==> config.mk <==
export PLATFORM = sky130hd
export DESIGN_NAME = ex_mem_elastic_reg
export DESIGN_NICKNAME = d
export VERILOG_FILES = /design/src/rtl/ex_mem_elastic_reg.sv
export SDC_FILE = /design/constraint.sdc
export NUM_CORES = 1
export LEC_CHECK = 0
export BUFFER_PORTS_ARGS = -buffer_cell sky130_fd_sc_hd__clkbuf_2
export CORE_AREA = 2 2 120 122
export DETAILED_ROUTE_END_ITERATION = 7
export DIE_AREA = 0 0 122 124
export PLACE_DENSITY = 0.74
export SKIP_LAST_GASP = 1
export SYNTH_ARGS = -nofsm -noshare
export SYNTH_HDL_FRONTEND = slang
export SYNTH_SLANG_ARGS = --single-unit
==> constraint.sdc <==
create_clock -name clk -period 2 [get_ports clk]
set_input_delay 0.6 -clock clk [delete_from_list [all_inputs] [get_ports clk]]
set_output_delay 0.6 -clock clk [all_outputs]
set_load 0.01 [all_outputs]
==> src/rtl/ex_mem_elastic_reg.sv <==
// ex_mem_elastic_reg
//
// EX->MEM pipeline stage with a valid/ready handshake and a two-entry
// elastic buffer (main register M plus skid register S). EX can keep issuing
// for one cycle after MEM stalls, because in_ready comes from a flop and
// never depends on out_ready in the same cycle.
//
// Ports:
//   clk, rst           clock and synchronous active-high reset
//   flush              drop every held op (mispredict / exception)
//   in_valid/in_ready  upstream handshake; in_ready is registered
//   modify_*, load, save, sl_*     payload from EX
//   out_valid/out_ready            downstream handshake
//   _modify_*, _load, _save, _sl_* registered payload to MEM (from M)
//   occupancy          number of held ops, 0..2 (registered)
//
// Parameters:
//   DATA_W, ADDR_W, LEN_W  payload field widths
//   ZERO_BUBBLE            1: payload outputs read 0 while out_valid=0
//                          0: payload outputs keep the last op in M

module ex_mem_elastic_reg #(
  parameter int DATA_W      = 32,
  parameter int ADDR_W      = 5,
  parameter int LEN_W       = 3,
  parameter int ZERO_BUBBLE = 1
) (
  input  logic              clk,
  input  logic              rst,
  input  logic              flush,
  input  logic              in_valid,
  output logic              in_ready,
  input  logic              modify_flag,
  input  logic [ADDR_W-1:0] modify_address,
  input  logic [DATA_W-1:0] modify_data,
  input  logic              load,
  input  logic              save,
  input  logic [ADDR_W-1:0] sl_reg_address,
  input  logic [DATA_W-1:0] sl_data,
  input  logic [LEN_W-1:0]  sl_data_length,
  input  logic              sl_data_signed,
  output logic              out_valid,
  input  logic              out_ready,
  output logic              _modify_flag,
  output logic [ADDR_W-1:0] _modify_address,
  output logic [DATA_W-1:0] _modify_data,
  output logic              _load,
  output logic              _save,
  output logic [ADDR_W-1:0] _sl_reg_address,
  output logic [DATA_W-1:0] _sl_data,
  output logic [LEN_W-1:0]  _sl_data_length,
  output logic              _sl_data_signed,
  output logic [1:0]        occupancy
);

  // Whole payload carried as one vector so M and S are plain registers.
  localparam int PW = 1 + ADDR_W + DATA_W + 1 + 1 + ADDR_W + DATA_W + LEN_W + 1;

  typedef enum logic [1:0] {
    EMPTY = 2'd0,
    ONE   = 2'd1,
    TWO   = 2'd2
  } state_t;

  state_t          r_state;
  state_t          w_nextState;
  logic [PW-1:0]   r_mData;
  logic [PW-1:0]   r_sData;
  logic            r_inReady;
  logic [1:0]      r_occupancy;

  logic [PW-1:0]   w_inPayload;
  logic            w_accept;
  logic            w_consume;
  logic            w_loadMFromIn;
  logic            w_loadMFromS;
  logic            w_loadS;
  logic            w_clearM;

  assign w_inPayload = {modify_flag, modify_address, modify_data, load, save,
                        sl_reg_address, sl_data, sl_data_length, sl_data_signed};

  assign w_accept  = in_valid & r_inReady;
  assign w_consume = (r_state != EMPTY) & out_ready;

  // Next-state and register-enable decode. A flush overrides every
  // transition and drops any op accepted in the same cycle.
  always_comb begin
    w_nextState   = r_state;
    w_loadMFromIn = 1'b0;
    w_loadMFromS  = 1'b0;
    w_loadS       = 1'b0;
    w_clearM      = 1'b0;
    case (r_state)
      EMPTY: begin
        if (w_accept) begin
          w_nextState   = ONE;
          w_loadMFromIn = 1'b1;
        end
      end
      ONE: begin
        if (w_accept && w_consume) begin
          w_loadMFromIn = 1'b1;
        end else if (w_accept) begin
          w_nextState = TWO;
          w_loadS     = 1'b1;
        end else if (w_consume) begin
          w_nextState = EMPTY;
          w_clearM    = 1'b1;
        end
      end
      TWO: begin
        // in_ready is low here, so no accept can coincide with this.
        if (w_consume) begin
          w_nextState  = ONE;
          w_loadMFromS = 1'b1;
        end
      end
      default: begin
        w_nextState = EMPTY;
        w_clearM    = 1'b1;
      end
    endcase
    if (flush) begin
      w_nextState   = EMPTY;
      w_loadMFromIn = 1'b0;
      w_loadMFromS  = 1'b0;
      w_loadS       = 1'b0;
      w_clearM      = 1'b1;
    end
  end

  // State, storage and registered status. M is zeroed when it empties in
  // the zero-bubble build, so outputs come straight from the flop with no
  // gating logic after it. in_ready and occupancy are computed from the
  // next state so they are correct in the cycle they become visible.
  always_ff @(posedge clk) begin
    if (rst) begin
      r_state     <= EMPTY;
      r_mData     <= '0;
      r_sData     <= '0;
      r_inReady   <= 1'b1;
      r_occupancy <= 2'd0;
    end else begin
      r_state <= w_nextState;
      if (w_loadMFromIn) begin
        r_mData <= w_inPayload;
      end else if (w_loadMFromS) begin
        r_mData <= r_sData;
      end else if (w_clearM && (ZERO_BUBBLE != 0)) begin
        r_mData <= '0;
      end
      if (w_loadS) begin
        r_sData <= w_inPayload;
      end
      r_inReady <= (w_nextState != TWO);
      case (w_nextState)
        ONE:     r_occupancy <= 2'd1;
        TWO:     r_occupancy <= 2'd2;
        default: r_occupancy <= 2'd0;
      endcase
    end
  end

  assign in_ready  = r_inReady;
  assign out_valid = (r_state != EMPTY);
  assign occupancy = r_occupancy;

  assign {_modify_flag, _modify_address, _modify_data, _load, _save,
          _sl_reg_address, _sl_data, _sl_data_length, _sl_data_signed} = r_mData;

endmodule

==> results.md <==
* Ports at 171
* Crit path capture type: primary output
* P&R area growth vs syn at 23.8%
* Setup_tns at 0 ps
* RSZ-0062 raised after global routing: no
* Die Ht at 124 um
* Routed len/inst at 15.1 um
* Area leader, netlist: dfxtp_1
* Share of layout cells above drive strength 1 at 0.275
* Syn Nets at 833
* RR Startpoint: r_state[1]
* Initial antenna violation count at 0
* Clk buf depth at 2
* LEAKAGE at 3.07 nW
* First-pass GRT wire length at 26.1 mm
* Achievable frequency at 519 MHz
* Tightest Hold Check Type: input pin to flip-flop
* Starting Density at 0.491
* DP Wirelength at 10.1 mm
* Max-cap violations at 0
* Sw Ratio at 0.224
* CTS sink cnt at 167
* H-Tree Level Count at 4
* Cts repair resizes at 0
* Commonest non-fill, non-tap cell in the layout: clkbuf_2
* Vias at 5789
* CP required at 1400 ps
* Flop2flop setup slack at 420 ps
* Netlist cell types at 27
* Drt drc at 0
* Most frequent cells in the layout: clkbuf_2 (169), dfxtp_1 (167), nand2_1 (164)
* Min-delay src: modify_data[1]
* Main area contributors after synthesis: dfxtp_1 (50%), nand2_1 (9.2%), a22oi_1 (9.0%)
* Gr ovfl total at 0
* Placer Congestion at 0.818
* Area of the multi-input gates at 2940 sq um
* Period minus WS final at 1930 ps
* Setup CP Type: flip-flop to primary output
* Rows at 43
* Setup bufs post-CTS at 0
* Outcome: finished clean
* Total wire length at 16.3 mm
* Pre-CTS setup slack at 95.5 ps
* Die X at 122 um
* Pwr Density at 886 nW/um^2
* Clk Latency, worst-skew pair at 430 ps
* P_int at 0.00573 W
* PortBufs at 170
* Combinational share of power at 0.082
* Sequential share of power at 0.466
* Clock Skew at 6.03 ps
* Cell area after synthesis at 6730 sq um
* Syn Inst Count at 747
* CTS tree: built
* TritonRoute pass-1 iters at 5
* Worst path arrival time at 1330 ps
* Largest net degree at the start of global routing at 55
* Core Region at 13700 sq um
* Reg area at 3340 sq um
* P_sw at 0.00165 W
* Ys Warns at 0
* Worst setup SP type: flip-flop
* Crit. Startpoint: r_state[1]
* Final-report max-slew violation count at 0
* Post-synthesis sequential area ratio at 0.496
* Worst-margin pin slew at 469 ps
* Tcrit/Tclk final at 0.963
* CTS root buf: clkbuf_16
* Worst Hold Path Cells at 3
* Routed vias/inst at 5.37
* Final Hold Fails at 0
* Initial DRC Count at 393
* N_diodes at 0
* Count of state elements after synthesis at 167
* Setup slack after layout at 74.0 ps
* Number of global-route vias before repair at 5346
* Clock power frac at 0.451
* Clk pin slew, worst setup/hold paths at 60 ps
* R2R cell count at 5
* Full die area at 15100 sq um
* Worst IR drop on VDD at 0.553 mV
* Final net count at 972
* Max-slew headroom at 0.688
* Setup violators final at 0
* CP max FO at 9
* All-Layer GR Usage at 0.220
* Post-synth top area share at 0.496
* Fill count at 1226
* CTS Buf Count at 17
* Cts hold-fix bufs at 0
* Syn Area/Cell at 9.01 sq um
* DRT antenna net count at 0
-- cell usage after synthesis (all sizes together) --
master	instances
a21oi	82
nor4	2
and4bb	2
o22a	1
nor3	2
o21ai	1
or2	1
buf	46
mux2i	1
nor2b	2
clkbuf	25
a22oi	81
nand3	1
o21a	1
o311ai	1
inv	2
nand2b	81
nand2	165
and2	1
o22ai	81
mux2	1
dfxtp	167
-- cell type report --
cell class / instances / share of cell area
clock buffer: 24 / 0.0578
clock inverter: 8 / 0.0144
inverter: 2 / 0.000901
multi-input combinational: 507 / 0.353
sequential: 167 / 0.401
tap: 180 / 0.0270
timing repair buffer: 191 / 0.146
-- path summary, 6_finish.rpt --
path | to
max | out_valid
min | r_sData[44]
max reg2reg | r_mData[67]
min reg2reg | r_sData[15]
-- cells by family (layout without fill, tap and decap cells) --
kind of cell,Yosys count,in the layout,share of synthesized area
AO/OA/AOI/OAI,248,248,0.252
multiplexers,2,2,0.00316
buffers and inverters,73,225,0.0680
flip-flops,167,167,0.496
AND/OR/NAND/NOR,257,257,0.180
-- flip-flops by register name, summed over array words and instances, names as in the netlist --
signal and cells:
in_ready 1, occupancy 2, r_mData 81, r_sData 81, r_state 2
-- routing by layer --
layer  part of all wire  up-vias  global-route usage
met3              0.066       32              0.0636
met4              0.017        0              0.0776
met2               0.46      209               0.347
met5                  0        -                   0
met1               0.46     2651               0.289
li1                   -     2897                   -
-- worst max-delay path, cell delays in order, from the launching register on --
cell	delay [ps]
dfxtp_1	420
or2_2	350
clkbuf_2	130
-- power groups by stage --
stage | Combinational, W | Sequential [W] | Clock, W
final | 0.000608 | 0.00344 | 0.00333
after detailed placement | 0.000609 | 0.00351 | 0
after CTS | 0.000610 | 0.00344 | 0.00339
after global routing | 0.000664 | 0.00345 | 0.00355
after global placement | 0.000604 | 0.00351 | 0
after floorplan | 0.000334 | 0.00353 | 0
-- stage by stage --
| step | std cells | hold WS [ps] | cell area (sq um) | util | total power, W |
|---|---|---|---|---|---|
| detailed placement | 1047 | 447 | 7730 | 0.564 | 0.00412 |
| CTS | 1079 | 387 | 8330 | 0.607 | 0.00745 |
| global placement | 1047 | 442 | 7730 | 0.564 | 0.00412 |
| floorplan | 747 | 437 | 6730 | - | 0.00387 |
| global route | 1079 | 394 | 8330 | 0.607 | 0.00766 |
| finish | 1079 | 394 | 8330 | 0.607 | 0.00738 |
Power figures use the tool's default switching activity.
